<file path="src/rtl/rx_front_end.sv">
// rx_front_end: synchronizer, glitch filter, start-edge pulse, mid-bit baud strobe and line-break flag.
// Latency: raw edge reaches rx_pin_out FILTER_LEN+2 edges later; h2l_sig follows one edge after that.
// Backpressure: none; count_sig from the receiver only gates the edge pulse and the baud generator.
module rx_front_end #(
    parameter int BPS_DIV    = 5208,
    parameter int FILTER_LEN = 3,
    parameter int BREAK_BITS = 11
) (
    input  logic clk,
    input  logic rstn,
    input  logic rx_pin_raw,
    input  logic count_sig,
    output logic rx_pin_out,
    output logic h2l_sig,
    output logic bps_clk,
    output logic break_sig
);

    // Counter widths: filter counter keeps one spare bit so FILTER_LEN = 1 still gets a 1-bit counter.
    localparam int FW      = $clog2(FILTER_LEN) + 1;
    localparam int BW      = (BPS_DIV > 1) ? $clog2(BPS_DIV) : 1;
    localparam int KLEN    = BREAK_BITS * BPS_DIV;
    localparam int KW      = (KLEN > 1) ? $clog2(KLEN) : 1;

    localparam logic [FW-1:0] FILT_LAST = FW'(FILTER_LEN - 1);
    localparam logic [FW-1:0] FILT_ONE  = FW'(1);
    localparam logic [BW-1:0] BPS_LAST  = BW'(BPS_DIV - 1);
    localparam logic [BW-1:0] BPS_MID   = BW'(BPS_DIV / 2);
    localparam logic [BW-1:0] BPS_ONE   = BW'(1);
    localparam logic [KW-1:0] BRK_LAST  = KW'(KLEN - 1);
    localparam logic [KW-1:0] BRK_ONE   = KW'(1);

    logic          sync_q1;
    logic          sync;
    logic          filt;
    logic          filt_d;
    logic [FW-1:0] fcnt;
    logic [BW-1:0] bcnt;
    logic [KW-1:0] kcnt;

    assign rx_pin_out = filt;

    // Two-flop synchronizer; resets to the idle-high line level.
    always_ff @(posedge clk or negedge rstn) begin
        if (!rstn) begin
            sync_q1 <= 1'b1;
            sync    <= 1'b1;
        end else begin
            sync_q1 <= rx_pin_raw;
            sync    <= sync_q1;
        end
    end

    // Glitch filter: the line only changes after FILTER_LEN consecutive differing samples.
    always_ff @(posedge clk or negedge rstn) begin
        if (!rstn) begin
            filt <= 1'b1;
            fcnt <= '0;
        end else if (sync == filt) begin
            fcnt <= '0;
        end else if (fcnt == FILT_LAST) begin
            filt <= sync;
            fcnt <= '0;
        end else begin
            fcnt <= fcnt + FILT_ONE;
        end
    end

    // Start-edge detect: falls seen while a frame is in progress (data bits) never pulse.
    always_ff @(posedge clk or negedge rstn) begin
        if (!rstn) begin
            filt_d  <= 1'b1;
            h2l_sig <= 1'b0;
        end else begin
            filt_d  <= filt;
            h2l_sig <= filt_d & ~filt & ~count_sig;
        end
    end

    // Baud generator: phase restarts whenever count_sig drops, strobe lands at the bit centre.
    always_ff @(posedge clk or negedge rstn) begin
        if (!rstn) begin
            bcnt    <= '0;
            bps_clk <= 1'b0;
        end else if (!count_sig) begin
            bcnt    <= '0;
            bps_clk <= 1'b0;
        end else begin
            bcnt    <= (bcnt == BPS_LAST) ? '0 : bcnt + BPS_ONE;
            bps_clk <= (bcnt == BPS_MID);
        end
    end

    // Break detector: saturating low-time counter, flag held until the filtered line returns high.
    always_ff @(posedge clk or negedge rstn) begin
        if (!rstn) begin
            kcnt      <= '0;
            break_sig <= 1'b0;
        end else if (filt) begin
            kcnt      <= '0;
            break_sig <= 1'b0;
        end else begin
            if (kcnt != BRK_LAST) begin
                kcnt <= kcnt + BRK_ONE;
            end
            if (kcnt == BRK_LAST) begin
                break_sig <= 1'b1;
            end
        end
    end

endmodule
</file>
<file path="config.mk">
export PLATFORM = sky130hd
export DESIGN_NAME = rx_front_end
export DESIGN_NICKNAME = d
export VERILOG_FILES = /design/src/rtl/rx_front_end.sv
export SDC_FILE = /design/constraint.sdc
export NUM_CORES = 1
export LEC_CHECK = 0
export ABC_AREA = 1
export CAP_MARGIN = 20
export CORE_ASPECT_RATIO = 0.7
export CORE_MARGIN = 2
export CORE_UTILIZATION = 51
export DETAILED_ROUTE_END_ITERATION = 10
export PLACE_DENSITY_LB_ADDON = 0.3
export SETUP_SLACK_MARGIN = 0.3
export SYNTH_ARGS = -nofsm -noshare
export SYNTH_HDL_FRONTEND = slang
export SYNTH_SLANG_ARGS = --single-unit
</file>
<file path="constraint.sdc">
create_clock -name clk -period 2.7 [get_ports clk]
set_input_delay 0.54 -clock clk [delete_from_list [all_inputs] [get_ports clk]]
set_output_delay 0.54 -clock clk [all_outputs]
set_load 0.01 [all_outputs]
</file>
After elaboration in Yosys (flattened, before gate mapping)
Cells that the tools add are included.
Widths: inputs -> output; s select.
{"block": "word_totals", "mem_bits_rw": 0, "rom_bits": 0, "latch_bits": 0, "elab_cells": 36, "input_bits": 4, "out_inout_bits": 4, "regBits": 39, "memories": 0}
{"block": "op_classes", "n_div": 0, "n_lt_le_gt_ge": 0, "mux": 9, "n_shift": 0, "addsub": 3, "n_mul": 0, "reduce_logical": 3, "n_bitwise": 5, "n_eq_ne": 6}
{"cell": "$mux 16", "n": 2}
{"cell": "$mux 13", "n": 2}
{"cell": "$add 16x1->16 const B", "n": 1}
{"cell": "$eq 16x16->1 const B", "n": 1}
{"cell": "$ne 16x16->1 const B", "n": 1}
{"cell": "$add 13x1->13 const B", "n": 1}
{"cell": "$eq 13x12->1 const B", "n": 1}
{"cell": "$eq 13x13->1 const B", "n": 1}
{"cell": "$mux 3", "n": 2}
{"cell": "$reduce_bool 2->1", "n": 2}
{"cell": "$add 3x1->3 const B", "n": 1}
{"cell": "$eq 3x2->1 const B", "n": 1}
{"cell": "$mux 1", "n": 3}
{"cell": "$not 1->1", "n": 3}
{"cell": "$and 1x1->1", "n": 2}
{"cell": "$reduce_and 2->1", "n": 1}
{"cell": "$eq 1x1->1", "n": 1}

Logic depth before layout (Yosys ltp)
Gate-level depths: netlist of the first run.
{"block": "logic_depth", "word_depth": 3, "depth_mapped": 8, "mapped_depth_nobuf": 8}

Worst setup path after synthesis of the first run
No wires, ideal clock.
{"block": "synth_path", "path_kind": "register -> register", "startpoint": "register filt, in the netlist rx_pin_out", "endpoint": "register kcnt[1]", "path_stages_with_launch": 6, "path_buffers": 2, "setup_slack_ns": 1.461, "arrival_ns": 1.121, "period_less_slack_ns": 1.239, "setup_time_ns": 0.117, "required_time_ns": 2.583, "cell_sequence": "dfstp_2 buf_2 inv_1 clkbuf_8 nand4_1 nand2_1"}
{"block": "synth_via", "elab_chain_cells": 1, "word_cells_on_any_way": 2, "classes_between": "mux (1); reduce/logical (1)"}
{"item": "start: declaration", "line_no": "35", "rtl": "logic filt;"}
{"item": "start signal: assignment", "line_no": "62", "rtl": "filt <= sync;"}
{"item": "$mux 16 or $reduce_bool 2->1 (tied branches)"}
{"item": "end signal: assignment", "line_no": "104", "rtl": "kcnt <= kcnt + BRK_ONE;"}
{"item": "end: declaration", "line_no": "39", "rtl": "logic [KW-1:0] kcnt;"}
Several ways; a longest one is shown, not always the timed one.
A chain may end at the register's enable or synchronous reset.

Worst setup path after layout of the first run
{"block": "layout_path", "startpoint": "register filt, in the netlist rx_pin_out", "endpoint": "output rx_pin_out"}
{"item": "end: declaration", "line_no": "13", "rtl": "output logic rx_pin_out,"}
No word-level cell between the ends.

==> results of run 1 <==
worst paths after layout:
path,slack [ns],depth (start not counted),end,start
worst max-delay path,0.61,1,rx_pin_out,rx_pin_out$_DFFE_PN1P_
worst min-delay path,0.35,1,bcnt[0]$_DFF_PN0_,rstn
worst max register to register,1.20,6,kcnt[3]$_DFFE_PN0P_,kcnt[0]$_DFFE_PN0P_
worst min register to register,0.37,0,sync$_DFF_PN1_,sync_q1$_DFF_PN1_
max in group asynchronous,1.80,1,kcnt[11]$_DFFE_PN0P_,rstn
min in group clk,0.37,0,sync$_DFF_PN1_,sync_q1$_DFF_PN1_
cell usage in the layout (no fill, tap or decap), drive strengths merged:
cell type	netlist	final
nor2	65	65
o31ai	1	1
inv	35	36
nand3	24	24
nand2	68	68
nor3	4	4
dfrtp	35	35
clkinvlp	0	2
nor3b	2	2
a21oi	6	6
clkbuf	1	5
a31oi	1	1
xnor2	1	1
xor2	6	6
buf	1	1
dfstp	4	4
ha	3	3
or2	1	1
nand3b	1	1
nand4	11	11
clkdlybuf4s50	0	6
o21bai	2	2
o21ai	4	4
metrics by stage:
step	utilization	total power, W	setup WS [ns]
6_report	0.588	0.00135	0.614
5_1_grt	0.588	0.00144	0.532
4_1_cts	0.588	0.00137	0.595
3_5_place_dp	0.564	0.000952	0.942
3_3_place_gp	0.564	0.000949	0.949
2_1_floorplan	-	0.000886	1.46
worst register-to-register path, cell delays in order (launching register included):
cell,delay (ns)
dfrtp_1,0.48
ha_1,0.26
nand3_1,0.09
nor2_1,0.23
nand3_1,0.18
nand2_1,0.12
inv_1,0.04
power by group:
| group | internal, W | total (W) | switching, W |
|---|---|---|---|
| clock network | 0.000185 | 0.000412 | 0.000227 |
| registers | 0.000654 | 0.000729 | 0.0000756 |
| logic | 0.0000863 | 0.000213 | 0.000126 |
| total | 0.000925 | 0.00135 | 0.000429 |
layer usage:
metal / track usage / part of all wire / up-vias
li1: - / - / 891
met1: 0.353 / 0.56 / 754
met2: 0.238 / 0.37 / 46
met3: 0.0514 / 0.056 / 7
met4: 0.0654 / 0.014 / 0
met5: 0 / 0 / -
logic make-up (layout without fill, tap and decap cells):
group	after synthesis	after routing
buffers and inverters	37	50
and+or+nand+nor	176	176
AOI/OAI and AO/OA	14	14
DFF	39	39
adders and majority gates	3	3
xor gates and xnor gates	7	7
final cells by class:
type,instances,area [um2]
timing repair buffer,7,65.1
fill,376,1630
sequential,39,981
multi-input combinational,200,985
tap,52,65.1
inverter,35,131
clock inverter,3,23.8
clock buffer,5,68.8
sequential cells by signal (all words and copies together), names as in the netlist:
register / flops
fcnt: 3
bps_clk: 1
h2l_sig: 1
break_sig: 1
sync: 1
kcnt: 16
bcnt: 13
sync_q1: 1
filt_d: 1
rx_pin_out: 1
==> results.md, run 1 <==
- Compound-cell area share of the yosys netlist: 0.0373
- Worst hold margin: 0.348 ns
- Setup TNS: 0 ns
- Wire per inst: 11.9 um
- Most used DFF post-synth: dfrtp_1
- Gates resized, CTS repair: 0
- Xor and xnor fraction of the mapped netlist area: 0.0290
- Buf/Inv on CP: 1
- Synth Cell Area: 0.00212 mm2
- Dpl cell area: 0.00223 mm2
- Die height: 57.9 um
- Crit path cell chain: clkdlybuf4s50_1
- Syn avg cell area: 7.67 um2
- Maximum clock insertion buffer count: 2
- Largest stage delay, worst path: 0.67 ns
- Synth cell count leaders: nand2_1 (64), nor2_1 (56), dfrtp_1 (35), inv_1 (31), nand3_1 (20)
- Via count: 1698
- Yosys cell types: 28
- Htree depth: 2
- Share of cells above drive strength 1: 0.121
- Number of DRC markers in iteration 0: 152
- Post-Layout Cell Count: 341
- CTS sink cnt: 39
- Final WL: 4050 um
- Largest net degree at the start of global routing: 40
- Placed Cells: 333
- Die area: 0.00469 mm2
- Ys Warns: 0
- Core Area: 0.00395 mm2
- Sequential share of the synthesized area: 0.464
- Count leader, synth: nand2_1
- I/O Buffers: 7
- Cts hold-fix bufs: 0
- Ys async rst share: 1.00
- Cell Rows: 19
- Vias in the first global route: 1468
- Post-route design area: 0.00232 mm2
- Grt ovf: 0
- Crit share post-route: 0.773
- Num CTS Buffers: 5
- Fin. Hold Viols: 0
- Post-synth EDFFs: 0
- Initial core utilization: 0.536
- Largest cells by area after synthesis: dfrtp_1 (41%), nand2_1 (11%), nor2_1 (9.9%)
- CTS tree: yes
- # IOs: 8
- Max_cap viols: 0
- Largest family of logic cells by synthesized area: simple AND/OR/NAND/NOR gates
- Fraction of the mapped netlist area in simple logic gates: 0.381
- RSZ-0062 raised after global routing: false
- Clk pin slew, worst setup/hold paths: 0.08 ns
- Status: finished clean
- Post-DP HPWL: 2950 um
- Worst EP required: 2.16 ns
- Worst VDD drop: 0.609 mV
- CP Max Fanout: 11
- Worst Hold Class: in -> async
- Fin nets: 295
- Max_slew headroom: 0.423
- Initial antenna violation count: 0
- Via density: 4.98
- GPL Wtd Cong: 0.889
- Post-synthesis mux area share: 0
- Mapped Nets: 283
- #FFs+latches synth: 39
- Clk_lat worst skew: 0.30 ns
- Post-synth top area share: 0.414
- Adder-Cell Fraction of Synth Area: 0.0177
- Final Skew: 0.00545 ns
- Critical setup path kind: reg -> out
- Final setup fails: 0
- Post-Synthesis Cells: 276
- TritonRoute pass-1 iters: 4
- Clock root buffer master: clkbuf_8
- CP endpoint kind: output port
- CP max-delay cell: dfstp_2
- Post-route ant nets: 0
- Minimum clock period: 2.09 ns
- Slew @ Worst Pin: 0.866 ns
- Critical path arrival: 1.55 ns
- Critical path's top delay family: flip-flops
- Die X: 81.0 um
- FMAX: 0.479 GHz
- GRT Total Usage: 0.204
- Setup crit start kind: flop
- Fin. max-slew vios: 0
- Leading area contributor after synthesis: dfrtp_1
- Power Density: 584 mW/mm2
- ANT cells: 0
- DR DRC count: 0
- Setup bufs post-CTS: 0
- LEAKAGE: 1.00 nW
- Area Overhead vs Synth: 9.64%
- Global-route wire length before repair: 7090 um
Power figures use the tool's default switching activity.
==> inputs of run 2 (changes only) <==
Clock period 2.7 ns to 2 ns, I/O delays scaled along.
==> run 2 against run 1 <==
Non-clock buffer count is 3 higher; first-iteration DRC count increased by 21%; sequential power is 31% higher; cell area is 0.59% higher.
==> results.md, run 2 (synthesis results as in run 1) <==
- Most common cell after layout, fill and taps aside: nand2_1
- CP Max Fanout: 2 (-9)
- Setup TNS: 0 ns (unchanged)
- Buf/Inv on CP: 1 (unchanged)
- Die height: 57.9 um (unchanged)
- Vias in the first global route: 1652 (+13%)
- R2R depth: 7 (+1)
- Filler Cell Count: 370 (-1.6%)
- Flop pwr share: 0.529 (-0.010)
- Share of cells above drive strength 1: 0.127 (+0.00561)
- Clock power frac: 0.290 (-0.014)
- RSZ-0062 raised after global routing: false
- Via density: 5.15 (+3.4%)
- Max_cap viols: 0 (unchanged)
- Cts hold-fix bufs: 0 (unchanged)
- Htree depth: 2 (unchanged)
- Post-route ant nets: 0 (unchanged)
- Status: finished clean
- Post-DP HPWL: 3270 um (+11%)
- # IOs: 8 (unchanged)
- Setup crit start kind: flop
- Largest Register: kcnt
- Number of DRC markers in iteration 0: 184 (+21%)
- Worst EP required: 1.60 ns (-0.56 ns)
- Critical path's top delay family: buffers and inverters
- GRT Total Usage: 0.216 (+0.0121)
- Global-route wire length before repair: 7600 um (+7.2%)
- Crit path cell chain: clkdlybuf4s50_1
- Clk_lat worst skew: 0.30 ns (about the same)
- Final Skew: 0.00601 ns (+0.000557 ns)
- CP max-delay cell: clkdlybuf4s50_1
- LEAKAGE: 1.02 nW (+1.5%)
- CTS sink cnt: 39 (unchanged)
- Grt ovf: 0 (unchanged)
- Worst VDD drop: 0.631 mV (+3.7%)
- I/O Buffers: 7 (unchanged)
- Sw frac: 0.309 (-0.00791)
- Die area: 0.00469 mm2 (unchanged)
- Critical path arrival: 1.19 ns (-0.36 ns)
- Wire per inst: 12.5 um (+5.4%)
- Fin. Hold Viols: 0 (unchanged)
- Power Density: 774 mW/mm2 (+33%)
- Area Overhead vs Synth: 10.3%
- Biggest regs: kcnt (16), bcnt (13), fcnt (3)
- Die X: 81.0 um (unchanged)
- Post-route design area: 0.00233 mm2 (+0.59%)
- Num CTS Buffers: 5 (unchanged)
- Via count: 1771 (+4.3%)
- Worst Hold Class: in -> async
- Area of the multi-input gates: 985 um2 (unchanged)
- NetSw: 0.000559 W (+30%)
- GPL Wtd Cong: 0.890 (about the same)
- Max FFs per register: 16 (unchanged)
- Most frequent cells in the layout: nand2_1 (64), nor2_1 (56), dfrtp_1 (35), inv_1 (31), nand3_1 (20)
- Slew @ Worst Pin: 0.477 ns (-0.389 ns)
- Largest stage delay, worst path: 0.53 ns (-0.14 ns)
- Final setup fails: 0 (unchanged)
- Minimum clock period: 1.59 ns
- Dpl cell area: 0.00224 mm2 (+0.67%)
- Final WL: 4310 um (+6.3%)
- Core Area: 0.00395 mm2 (unchanged)
- RR Endpoint: kcnt[8]$_DFFE_PN0P_
- Fin nets: 298 (+1.0%)
- Initial antenna violation count: 0 (unchanged)
- RR Startpoint: kcnt[0]$_DFFE_PN0P_
- Max_slew headroom: 0.682 (+0.259)
- Initial core utilization: 0.536 (unchanged)
- Clk pin slew, worst setup/hold paths: 0.08 ns (about the same)
- Flop2flop setup slack: 0.55 ns (-0.65 ns)
- Maximum clock insertion buffer count: 2 (unchanged)
- Comb pwr share: 0.181 (+0.024)
- Largest net degree at the start of global routing: 22 (-45%)
- Fin. max-slew vios: 0 (unchanged)
- Crit share post-route: 0.794
- CTS tree: yes
- CP endpoint kind: output port
- Cell Rows: 19 (unchanged)
- ANT cells: 0 (unchanged)
- Critical setup path kind: reg -> out
- FMAX: 0.630 GHz
- TritonRoute pass-1 iters: 4 (unchanged)
- Register Area: 981 um2 (unchanged)
- Clock root buffer master: clkbuf_8
- Internal power: 0.00125 W (+35%)
- DR DRC count: 0 (unchanged)
## run 2: cell count changes in the layout (fill, tap and decap cells not counted)
| cell | delta |
|---|---|
| buf_4 | +3 |
| clkbuf_1 | +1 |
| clkdlybuf4s50_1 | -1 |
| clkinv_2 | +1 |
| clkinvlp_4 | -1 |
| dlygate4sd2_1 | +1 |
| inv_6 | -1 |
## run 2: how the worst max path moves through the flow
| stage | start | end | slack (ns) | cells after the start |
|---|---|---|---|---|
| floorplan | rx_pin_out$_DFFE_PN1P_ | kcnt[1]$_DFFE_PN0P_ | 0.76 | 5 |
| global placement | rx_pin_out$_DFFE_PN1P_ | rx_pin_out | 0.39 | 1 |
| detailed placement | rx_pin_out$_DFFE_PN1P_ | rx_pin_out | 0.38 | 1 |
| CTS | break_sig$_DFFE_PN0P_ | break_sig | 0.41 | 1 |
| global route | break_sig$_DFFE_PN0P_ | break_sig | 0.38 | 1 |
| finish | break_sig$_DFFE_PN0P_ | break_sig | 0.41 | 1 |
## run 2: per-layer routing
layer  GRT usage  part of all wire
met5           0                 0
met4       0.104             0.022
met1       0.328              0.52
met3      0.0514             0.071
met2       0.289              0.39
## run 2: layout make-up
type | instances | share of cell area
Clock inverter | 2 | 0.00536
Sequential cell | 39 | 0.420
Inverter | 35 | 0.0563
Clock buffer | 6 | 0.0311
Tap cell | 52 | 0.0279
Timing Repair Buffer | 10 | 0.0370
Multi-Input combinational cell | 200 | 0.422
## run 2: what timing repair did
item / CTS / global route
endpoints found under the setup margin: 1 / 0
setup buffers: 1 / 0
gates resized for setup: 1 / 0
## run 2: power by group through the flow
stage / sequential, W / clock [W] / combinational, W
6_report: 0.000956 / 0.000525 / 0.000326
3_5_place_dp: 0.00100 / 0 / 0.000297
3_3_place_gp: 0.000997 / 0 / 0.000282
2_1_floorplan: 0.000963 / 0 / 0.000234
4_1_cts: 0.000956 / 0.000539 / 0.000333
5_1_grt: 0.000971 / 0.000567 / 0.000377
## run 2: through the flow
stage | cells | hold slack (ns) | setup slack [ns] | utilization | total power [W]
floorplan | 276 | 0.104 | 0.761 | - | 0.00120
global placement | 335 | 0.346 | 0.392 | 0.568 | 0.00128
detailed placement | 335 | 0.353 | 0.381 | 0.568 | 0.00130
CTS | 344 | 0.0698 | 0.408 | 0.591 | 0.00183
global route | 344 | 0.0847 | 0.378 | 0.591 | 0.00192
finish | 344 | 0.0521 | 0.413 | 0.591 | 0.00181
